<file path="src/rtl/i2s_pkg.sv">
// Shared constants, the stereo sample type and the slot serialiser bit-select
// for the I2S transmit path.
package i2s_pkg;

  localparam int FRAME_BITS = 64;
  localparam int SLOT_BITS  = 32;
  localparam int SAMPLE_W   = 16;

  typedef struct packed {
    logic signed [SAMPLE_W-1:0] left;
    logic signed [SAMPLE_W-1:0] right;
  } stereo_sample_t;

  // Bit k of a slot: k=0 is the I2S one-bit delay, then MSB first, then zero pad.
  function automatic logic slot_bit(input logic [SLOT_BITS-1:0] word,
                                    input logic [4:0]           k,
                                    input logic [4:0]           width);
    logic [4:0] idx;
    idx = width - k;
    if ((k != 5'd0) && (k <= width)) begin
      slot_bit = word[idx];
    end else begin
      slot_bit = 1'b0;
    end
  endfunction

endpackage

</file>
<file path="src/rtl/i2s_if.sv">
// Sample handshake plus I2S pin bundle between the audio source and the transmitter.
interface i2s_if #(parameter int SAMPLE_W = i2s_pkg::SAMPLE_W);

  logic signed [SAMPLE_W-1:0] left_sample_in;
  logic signed [SAMPLE_W-1:0] right_sample_in;
  logic                       sample_valid_in;
  logic                       frame_req_out;
  logic                       underrun_out;
  logic                       overrun_out;
  logic                       i2s_bclk_out;
  logic                       i2s_lrclk_out;
  logic                       i2s_data_out;

  modport master (
    output left_sample_in, right_sample_in, sample_valid_in,
    input  frame_req_out, underrun_out, overrun_out,
    input  i2s_bclk_out, i2s_lrclk_out, i2s_data_out
  );

  modport slave (
    input  left_sample_in, right_sample_in, sample_valid_in,
    output frame_req_out, underrun_out, overrun_out,
    output i2s_bclk_out, i2s_lrclk_out, i2s_data_out
  );

endinterface

</file>
<file path="src/rtl/i2s_clk_gen.sv">
// BCLK divider shared by the I2S transmit and receive paths; the strobes mark
// the system-clock cycle at whose end BCLK toggles.
module i2s_clk_gen #(
  parameter int BCLK_HALF = 12
) (
  input  logic clk_i,
  input  logic rst_i,
  output logic rise_stb_o,
  output logic fall_stb_o
);

  logic [7:0] div_cnt_q, div_cnt_d;
  logic       bclk_q, bclk_d;
  logic       wrap_s;

  assign wrap_s = (div_cnt_q == 8'(BCLK_HALF - 1));

  // divider next state
  always_comb begin
    if (wrap_s) begin
      div_cnt_d = 8'd0;
      bclk_d    = ~bclk_q;
    end else begin
      div_cnt_d = div_cnt_q + 8'd1;
      bclk_d    = bclk_q;
    end
  end

  // divider registers
  always_ff @(posedge clk_i) begin
    if (rst_i) begin
      div_cnt_q <= 8'd0;
      bclk_q    <= 1'b0;
    end else begin
      div_cnt_q <= div_cnt_d;
      bclk_q    <= bclk_d;
    end
  end

  assign rise_stb_o = wrap_s & ~bclk_q;
  assign fall_stb_o = wrap_s &  bclk_q;

endmodule

</file>
<file path="src/rtl/i2s_transmitter.sv">
// Stereo I2S master transmitter: 64-BCLK frames, left slot then right slot,
// fed from a single holding register with underrun/overrun reporting.
module i2s_transmitter
  import i2s_pkg::*;
#(
  parameter int BCLK_HALF = 12,
  parameter int SAMPLE_W  = i2s_pkg::SAMPLE_W
) (
  input  logic  clk_in,
  input  logic  rst_in,
  i2s_if.slave  bus
);

  logic                       rise_stb_s, fall_stb_s, latch_s;
  logic [5:0]                 bit_cnt_q, bit_cnt_d, bit_cnt_inc_s;
  logic                       bclk_q, bclk_d, lrclk_q, lrclk_d, data_q, data_d;
  logic signed [SAMPLE_W-1:0] hold_l_q, hold_l_d, hold_r_q, hold_r_d;
  logic signed [SAMPLE_W-1:0] frame_l_q, frame_l_d, frame_r_q, frame_r_d;
  logic [SAMPLE_W-1:0]        slot_s;
  logic                       fresh_q, fresh_d;
  logic                       frame_req_q, frame_req_d;
  logic                       underrun_q, underrun_d, overrun_q, overrun_d;

  i2s_clk_gen #(.BCLK_HALF(BCLK_HALF)) u_clk_gen (
    .clk_i      (clk_in),
    .rst_i      (rst_in),
    .rise_stb_o (rise_stb_s),
    .fall_stb_o (fall_stb_s)
  );

  assign latch_s       = fall_stb_s & (bit_cnt_q == 6'(FRAME_BITS - 1));
  assign bit_cnt_inc_s = bit_cnt_q + 6'd1;
  assign slot_s        = bit_cnt_inc_s[5] ? frame_r_q : frame_l_q;

  // serialiser: bit counter, word select and data move on the BCLK falling edge
  always_comb begin
    if (rise_stb_s) begin
      bclk_d = 1'b1;
    end else if (fall_stb_s) begin
      bclk_d = 1'b0;
    end else begin
      bclk_d = bclk_q;
    end
    if (fall_stb_s) begin
      bit_cnt_d = bit_cnt_inc_s;
      lrclk_d   = bit_cnt_inc_s[5];
      data_d    = slot_bit({{(SLOT_BITS - SAMPLE_W){1'b0}}, slot_s},
                           bit_cnt_inc_s[4:0], 5'(SAMPLE_W));
    end else begin
      bit_cnt_d = bit_cnt_q;
      lrclk_d   = lrclk_q;
      data_d    = data_q;
    end
  end

  // holding/frame registers; a latch always consumes the pre-update holding value
  always_comb begin
    if (latch_s) begin
      frame_l_d = hold_l_q;
      frame_r_d = hold_r_q;
    end else begin
      frame_l_d = frame_l_q;
      frame_r_d = frame_r_q;
    end
    if (bus.sample_valid_in) begin
      hold_l_d = bus.left_sample_in;
      hold_r_d = bus.right_sample_in;
      fresh_d  = 1'b1;
    end else if (latch_s) begin
      hold_l_d = hold_l_q;
      hold_r_d = hold_r_q;
      fresh_d  = 1'b0;
    end else begin
      hold_l_d = hold_l_q;
      hold_r_d = hold_r_q;
      fresh_d  = fresh_q;
    end
    frame_req_d = latch_s;
    underrun_d  = latch_s & ~fresh_q;
    overrun_d   = bus.sample_valid_in & fresh_q & ~latch_s;
  end

  // state and output registers
  always_ff @(posedge clk_in) begin
    if (rst_in) begin
      bit_cnt_q   <= 6'd63;
      bclk_q      <= 1'b0;
      lrclk_q     <= 1'b1;
      data_q      <= 1'b0;
      hold_l_q    <= '0;
      hold_r_q    <= '0;
      frame_l_q   <= '0;
      frame_r_q   <= '0;
      fresh_q     <= 1'b0;
      frame_req_q <= 1'b0;
      underrun_q  <= 1'b0;
      overrun_q   <= 1'b0;
    end else begin
      bit_cnt_q   <= bit_cnt_d;
      bclk_q      <= bclk_d;
      lrclk_q     <= lrclk_d;
      data_q      <= data_d;
      hold_l_q    <= hold_l_d;
      hold_r_q    <= hold_r_d;
      frame_l_q   <= frame_l_d;
      frame_r_q   <= frame_r_d;
      fresh_q     <= fresh_d;
      frame_req_q <= frame_req_d;
      underrun_q  <= underrun_d;
      overrun_q   <= overrun_d;
    end
  end

  assign bus.i2s_bclk_out  = bclk_q;
  assign bus.i2s_lrclk_out = lrclk_q;
  assign bus.i2s_data_out  = data_q;
  assign bus.frame_req_out = frame_req_q;
  assign bus.underrun_out  = underrun_q;
  assign bus.overrun_out   = overrun_q;

endmodule

</file>
<file path="src/flat_wrapper.sv">
// flat-port wrapper written by rule: the top's interface ports become plain ports
module i2s_transmitter_flat import i2s_pkg::*;
#(
  parameter int BCLK_HALF = 12,
  parameter int SAMPLE_W  = i2s_pkg::SAMPLE_W
)
  (clk_in, rst_in, bus_left_sample_in, bus_right_sample_in, bus_sample_valid_in, bus_frame_req_out, bus_underrun_out, bus_overrun_out, bus_i2s_bclk_out, bus_i2s_lrclk_out, bus_i2s_data_out);
  i2s_if #(.SAMPLE_W(SAMPLE_W)) bus_i ();
  input  logic clk_in;
  input  logic rst_in;
  input wire logic [$bits(bus_i.left_sample_in)-1:0] bus_left_sample_in;
  input wire logic [$bits(bus_i.right_sample_in)-1:0] bus_right_sample_in;
  input wire logic [$bits(bus_i.sample_valid_in)-1:0] bus_sample_valid_in;
  output wire logic [$bits(bus_i.frame_req_out)-1:0] bus_frame_req_out;
  output wire logic [$bits(bus_i.underrun_out)-1:0] bus_underrun_out;
  output wire logic [$bits(bus_i.overrun_out)-1:0] bus_overrun_out;
  output wire logic [$bits(bus_i.i2s_bclk_out)-1:0] bus_i2s_bclk_out;
  output wire logic [$bits(bus_i.i2s_lrclk_out)-1:0] bus_i2s_lrclk_out;
  output wire logic [$bits(bus_i.i2s_data_out)-1:0] bus_i2s_data_out;
  assign bus_i.left_sample_in = bus_left_sample_in;
  assign bus_i.right_sample_in = bus_right_sample_in;
  assign bus_i.sample_valid_in = bus_sample_valid_in;
  assign bus_frame_req_out = bus_i.frame_req_out;
  assign bus_underrun_out = bus_i.underrun_out;
  assign bus_overrun_out = bus_i.overrun_out;
  assign bus_i2s_bclk_out = bus_i.i2s_bclk_out;
  assign bus_i2s_lrclk_out = bus_i.i2s_lrclk_out;
  assign bus_i2s_data_out = bus_i.i2s_data_out;
  i2s_transmitter #(.BCLK_HALF(BCLK_HALF), .SAMPLE_W(SAMPLE_W)) u_core (.clk_in(clk_in), .rst_in(rst_in), .bus(bus_i));
endmodule
</file>
<file path="config.mk">
export PLATFORM = sky130hd
export DESIGN_NAME = i2s_transmitter_flat
export DESIGN_NICKNAME = d
export VERILOG_FILES = /design/src/rtl/i2s_pkg.sv /design/src/rtl/i2s_if.sv /design/src/rtl/i2s_clk_gen.sv /design/src/rtl/i2s_transmitter.sv /design/src/flat_wrapper.sv
export SDC_FILE = /design/constraint.sdc
export NUM_CORES = 1
export LEC_CHECK = 0
export ABC_AREA = 1
export CORE_MARGIN = 2
export CORE_UTILIZATION = 47
export CTS_CLUSTER_SIZE = 20
export DETAILED_ROUTE_END_ITERATION = 10
export GPL_TIMING_DRIVEN = 0
export PLACE_DENSITY = 0.81
export SYNTH_ARGS = -nofsm -noshare
export SYNTH_HDL_FRONTEND = slang
export SYNTH_SLANG_ARGS = --single-unit
</file>
<file path="constraint.sdc">
create_clock -name clk_in -period 1.71 [get_ports clk_in]
set_input_delay 0.4275 -clock clk_in [delete_from_list [all_inputs] [get_ports clk_in]]
set_output_delay 0.4275 -clock clk_in [all_outputs]
set_load 0.01 [all_outputs]
</file>
==> results of run 1 <==
## power breakdown
part | internal (mW) | switching [mW] | total, mW
registers | 2.04 | 0.0395 | 2.08
logic | 0.180 | 0.229 | 0.409
clock network | 0.751 | 0.697 | 1.45
## area by class of cell
cell class / instances / area [µm²]
fill: 662 / 2870
sequential: 85 / 1720
multi-input combinational: 339 / 1620
timing repair buffer: 52 / 484
clock buffer: 12 / 155
buffer: 23 / 136
tap: 99 / 124
inverter: 24 / 108
clock inverter: 3 / 43.8
## metal layers
metal / track usage [%] / share of wire, % / vias up
li1: - / - / 1644
met4: 9.23 / 2.3 / 0
met5: 0 / 0 / -
met3: 4.34 / 4.5 / 18
met1: 24.6 / 44 / 1493
met2: 34.8 / 49 / 87
## state kept, by name, indices dropped and copies added, names as in the netlist
| name | cells |
|---|---|
| u_core.bit_cnt_q | 5 |
| u_core.bus.frame_req_out | 1 |
| u_core.bus.i2s_data_out | 1 |
| u_core.hold_l_q | 16 |
| u_core.bus.i2s_bclk_out | 1 |
| u_core.bus.overrun_out | 1 |
| u_core.hold_r_q | 16 |
| u_core.frame_l_q | 16 |
| u_core.bus.underrun_out | 1 |
| u_core.fresh_q | 1 |
| u_core.u_clk_gen.div_cnt_q | 8 |
| u_core.frame_r_q | 16 |
| u_core.bus.i2s_lrclk_out | 1 |
| u_core.u_clk_gen.bclk_q | 1 |
## cells in the final DEF, fill, tap and decap left out, types with 6 or more instances in the layout
cell / instances
nand2_1: 103
nor2_1: 93
dfxtp_1: 79
a21oi_1: 38
clkdlybuf4s50_1: 38
o21ai_0: 36
nand3_1: 22
inv_1: 18
clkbuf_1: 17
buf_4: 12
clkbuf_8: 11
nor3_1: 6
## path summary, 6_finish.rpt
| check | start | depth (start not counted) | to | slack, ns |
|---|---|---|---|---|
| hold reg to reg | u_core.fresh_q$_SDFFE_PP0P_ | 1 | u_core.bus.underrun_out$_SDFF_PP0_ | 0.45 |
| setup / recovery | u_core.bus.i2s_lrclk_out$_SDFFE_PP1P_ | 12 | u_core.bus.i2s_data_out$_SDFFE_PP0P_ | 0.02 |
| hold / removal | u_core.fresh_q$_SDFFE_PP0P_ | 1 | u_core.bus.underrun_out$_SDFF_PP0_ | 0.45 |
| setup reg to reg | u_core.bus.i2s_lrclk_out$_SDFFE_PP1P_ | 12 | u_core.bus.i2s_data_out$_SDFFE_PP0P_ | 0.02 |
## stage by stage
stage / std cells / instance area, µm²
detailed placement: 609 / 4020
floorplan: 471 / 3510
global placement: 609 / 4020
CTS: 632 / 4310
finish: 637 / 4390
global route: 637 / 4390
## repair_timing
item                       4_1_cts  5_1_grt
resized for setup               12       16
setup endpoints to repair       38       41
gates cloned                     1        0
hold endpoints to repair         0        0
setup buffers                    7        5
pin swaps                        3        2
## cells by family (layout without fill, tap and decap cells)
| kind of cell | count (synthesis) | in the layout | synth area share, % |
|---|---|---|---|
| simple gates | 247 | 247 | 30.2 |
| compound gates | 87 | 87 | 13.2 |
| flops | 85 | 85 | 48.5 |
| buf+inv | 47 | 114 | 6.57 |
| xor+xnor | 3 | 3 | 0.750 |
| fa+ha+maj | 2 | 2 | 0.714 |
==> flow_summary.toml, run 1 <==
[timing]
setup_tns_ns = 0
rsz0062_at_grt = "yes"
min_period_ns = 1.69
fin_ws_ns = 0.0226
finalSetupViolations = 0
slew_viol_final = 0
fin_skew_ns = 0.00988
worst_slew_pin_slew_ns = 0.614
holdWs_ns = 0.449
period_share_pct = 98.7
hold_viol = 0
max_clock_freq_mhz = 593
max_slew_margin_pct = 59.1

[placement]
dp_hpwl_mm = 5.89
place.gp.congestion = 0.929
place_ws_ns = -0.302
port_buffers = 39

[final_layout]
fin_util_pct = 60.5
drive_gt1_share_pct = 12.8
diodes = 0
nets = 571
area_growth_pct = 25.1

[critical_path]
cp_common_cell = "nand2_1"
critical_path.startpoint_type = "flop"
cp-end-kind = "flop"
crit_arrival_ns = 1.99
critical-path-top-delay-family = "simple AND/OR/NAND/NOR gates"
cp_max_fo = 10
required_ns = 2.01
cp_slowest_cell = "dfxtp_4"
worst-setup-path-type = "reg -> reg"
max_stage_delay_ns = 0.40
path_cells = "clkinvlp_4, o21bai_4, nand2_4, buf_8, nand2_2, nand3_1, nand2_1, nor2_1, nand2_1, nand3_1, nand3_2, nand2_1"
cp.buffers_inverters = 2

[pwr]
p_total_mw = 3.94
power.density_nw_per_um2 = 897
ir_drop_v = 0.000606
p_leak_nw = 1.75

[synthesis]
synth-main-ff-cell = "dfxtp_1"
yosysSeqAreaShare_pct = 48.5
synth_edf_count = 0
ys_async_sr_fraction_pct = 0
synth_most_common_cell = "nand2_1"
synth_top_area_share_pct = 48.5
syn_area_um2 = 3510
synth.net_count = 508
ys_ff_latch = 85
yosysWarnings = 0
yosys-top-cells-count = "nand2_1, nor2_1, dfxtp_1"
synth_cell_types = 31
syn_inst = 471
yosysTopAreaCell = "dfxtp_1"
synth.top_cells.by_area = "dfxtp_1, nand2_1, nor2_1"
avgSynthCellArea_um2 = 7.44

[global_routing]
grt_pass1_wl_mm = 13.6
grt_antenna_before_repair = 0
overflow = 0
grt_pass1_vias = 3119
track_usage_pct = 20.4
grt_max_degree = 14

[floorplanning]
fp.dieH_um = 90.4
die-area_um2 = 8170
core.rowCount = 31
die_w_um = 90.4
top_level_ports = 41
start_util_pct = 48.3
core_area_um2 = 7250

[routing]
drc = 0
vias_per_cell = 5.09
antenna_left = 0
routed-via-count = 3242
wire_per_inst_um = 13.0
wl_mm = 8.27
drtPass1Iterations = 5
first_iter_violations = 250

[clock_tree]
htreeDepth = 3
cts_made_buffers = 9
hold_buffers = 0
clk_pin_slew_ns = 0.08
cts_tree = "yes"
clockBufferDepth = 2
cts_root_buf = "clkbuf_8"
cts.sinks = 85
clk_latency_ns = 0.36

[status]
status = "finished, final reports clean"

[flow_run]
cap_violations = 0

[worst_hold_path]
min_path_type = "reg -> reg"
Power figures use the tool's default switching activity.
==> run 2: changes to the inputs <==
--- a/config.mk
+++ b/config.mk
@@ -10,8 +10,10 @@
 export CORE_UTILIZATION = 47
 export CTS_CLUSTER_SIZE = 20
 export DETAILED_ROUTE_END_ITERATION = 10
+export DONT_BUFFER_PORTS = 1
 export GPL_TIMING_DRIVEN = 0
-export PLACE_DENSITY = 0.81
+export PLACE_DENSITY = 0.73
+export REMOVE_ABC_BUFFERS = 1
 export SYNTH_ARGS = -nofsm -noshare
 export SYNTH_HDL_FRONTEND = slang
 export SYNTH_SLANG_ARGS = --single-unit
==> run 2 against run 1 <==
  * Register-to-register slack improved by 0.03 ns
  * Clock-buffer cell count fell by 2
  * Non-clock buffer count shrank 59
  * First-iteration DRC count down 22%
  * Design area fell by 7.3%
  * Die area did not move
  * Utilization decreased by 4.4 points
  * Via count down 6.8%
  * Critical path type unchanged
  * Clock power is 5% lower
  * Global-route usage about the same
  * Cell count fell by 8.2%
  * Critical path depth did not move
==> flow_summary.toml, run 2 (same netlist as run 1, synthesis figures left out) <==
[status]
status = "finished, final reports clean"

[timing]
finalSetupViolations = 0
setup_tns_ns = 0
min_period_ns = 1.66
hold_viol = 0
holdWs_ns = 0.147
fin_skew_ns = 0.00673
max_clock_freq_mhz = 603
period_share_pct = 97.0
worst_slew_pin_slew_ns = 0.861
slew_viol_final = 0
fin_ws_ns = 0.0511
max_slew_margin_pct = 42.2

[floorplanning]
fp.dieH_um = 90.4
die-area_um2 = 8170
core.rowCount = 31
top_level_ports = 41
die_w_um = 90.4
core_area_um2 = 7250
start_util_pct = 48.3

[clock_tree]
hold_buffers = 0
clk_pin_slew_ns = 0.08
htreeDepth = 3
clockBufferDepth = 2
cts.sinks = 85
cts_root_buf = "clkbuf_8"
cts_made_buffers = 9
clk_latency_ns = 0.35
cts_tree = "yes"

[global_routing]
grt_max_degree = 45
grt_pass1_wl_mm = 13.6
grt_antenna_before_repair = 0
track_usage_pct = 20.4
grt_pass1_vias = 2955
overflow = 0

[routing]
drc = 0
routed-via-count = 3020
drtPass1Iterations = 5
first_iter_violations = 194
vias_per_cell = 5.16
wire_per_inst_um = 14.0
wl_mm = 8.17
antenna_left = 0

[placement]
place.gp.congestion = 0.867
port_buffers = 0
place_ws_ns = -0.492
dp_hpwl_mm = 4.50
dp_cells = 547

[pwr]
ir_drop_v = 0.000670
p_total_mw = 3.82
power.density_nw_per_um2 = 938
p_leak_nw = 1.59

[critical_path]
cp_max_fo = 8
path_cells = "nand2_2, inv_2, nand3_4, nand2_8, nand2_2, nand3_1, inv_1, nor2_1, nand2_1, nand3_2, nand3_2, nand2_1"
worst-setup-path-type = "reg -> reg"
cp-end-kind = "flop"
cp.buffers_inverters = 2
max_stage_delay_ns = 0.40
cp_slowest_cell = "dfxtp_1"
critical-path-top-delay-family = "simple AND/OR/NAND/NOR gates"
critical_path.startpoint_type = "flop"
crit_arrival_ns = 1.95
required_ns = 2.01

[worst_hold_path]
min_path_type = "in -> reg"

[final_layout]
final_cells = 585
final_cell_mix = "nand2_1, nor2_1, dfxtp_1"
final_common_cell = "nand2_1"
area_growth_pct = 16.0
nets = 518
drive_gt1_share_pct = 17.5
diodes = 0

[flow_run]
cap_violations = 0
[run 2: changes by cell type in the layout (fill, tap and decap cells not counted), sizes merged]
cell	change
clkdlybuf4s50	-38
clkbuf	-18
buf	-4
clkinv	+4
nand2	+4
clkinvlp	+1
dlygate4sd2	-1
[run 2: metal layers]
metal / track usage, % / up-vias / wire length [µm]
met5: 0 / - / 0
met4: 8.46 / 0 / 136
met3: 5.51 / 17 / 480
met2: 33.3 / 86 / 3920
met1: 25.5 / 1373 / 3630
li1: - / 1544 / -
[run 2: timing repair]
action                                  CTS  global route
cloned                                    6             0
gates resized for setup                  22            35
setup buffers                             9             7
pin swaps                                 6            13
endpoints found under the setup margin   40            38
[run 2: layout make-up]
class / instances / area, µm²
Clock buffer: 10 / 128
Clock inverter: 6 / 63.8
Fill cell: 686 / 3190
Inverter: 24 / 114
Multi-Input combinational cell: 343 / 1770
Sequential cell: 85 / 1720
Tap cell: 99 / 124
Timing Repair Buffer: 16 / 128
Timing Repair inverter: 2 / 25.0
[run 2: path summary, 6_finish.rpt]
kind                                                       start                              endpoint  slack, ns  cells past startpoint
worst max register to register  u_core.bit_cnt_q[3]$_SDFFE_PP1P_  u_core.bus.i2s_data_out$_SDFFE_PP0P_       0.05                     12
worst max-delay path            u_core.bit_cnt_q[3]$_SDFFE_PP1P_  u_core.bus.i2s_data_out$_SDFFE_PP0P_       0.05                     12
worst min register to register       u_core.fresh_q$_SDFFE_PP0P_    u_core.bus.underrun_out$_SDFF_PP0_       0.43                      1
worst min-delay path                                      rst_in      u_core.frame_l_q[9]$_SDFFE_PP0P_       0.15                      1
[run 2: through the flow]
step                      util [%]  area, µm²
after floorplan                  -       3370
after global placement        48.2       3490
after detailed placement      48.2       3490
after CTS                     53.7       3890
after global routing          56.1       4070
final                         56.1       4070
[run 2: where the power goes]
part	total [mW]	internal [mW]	switching, mW
combinational	0.356	0.136	0.220
clock	1.38	0.673	0.712
sequential	2.08	2.04	0.0394
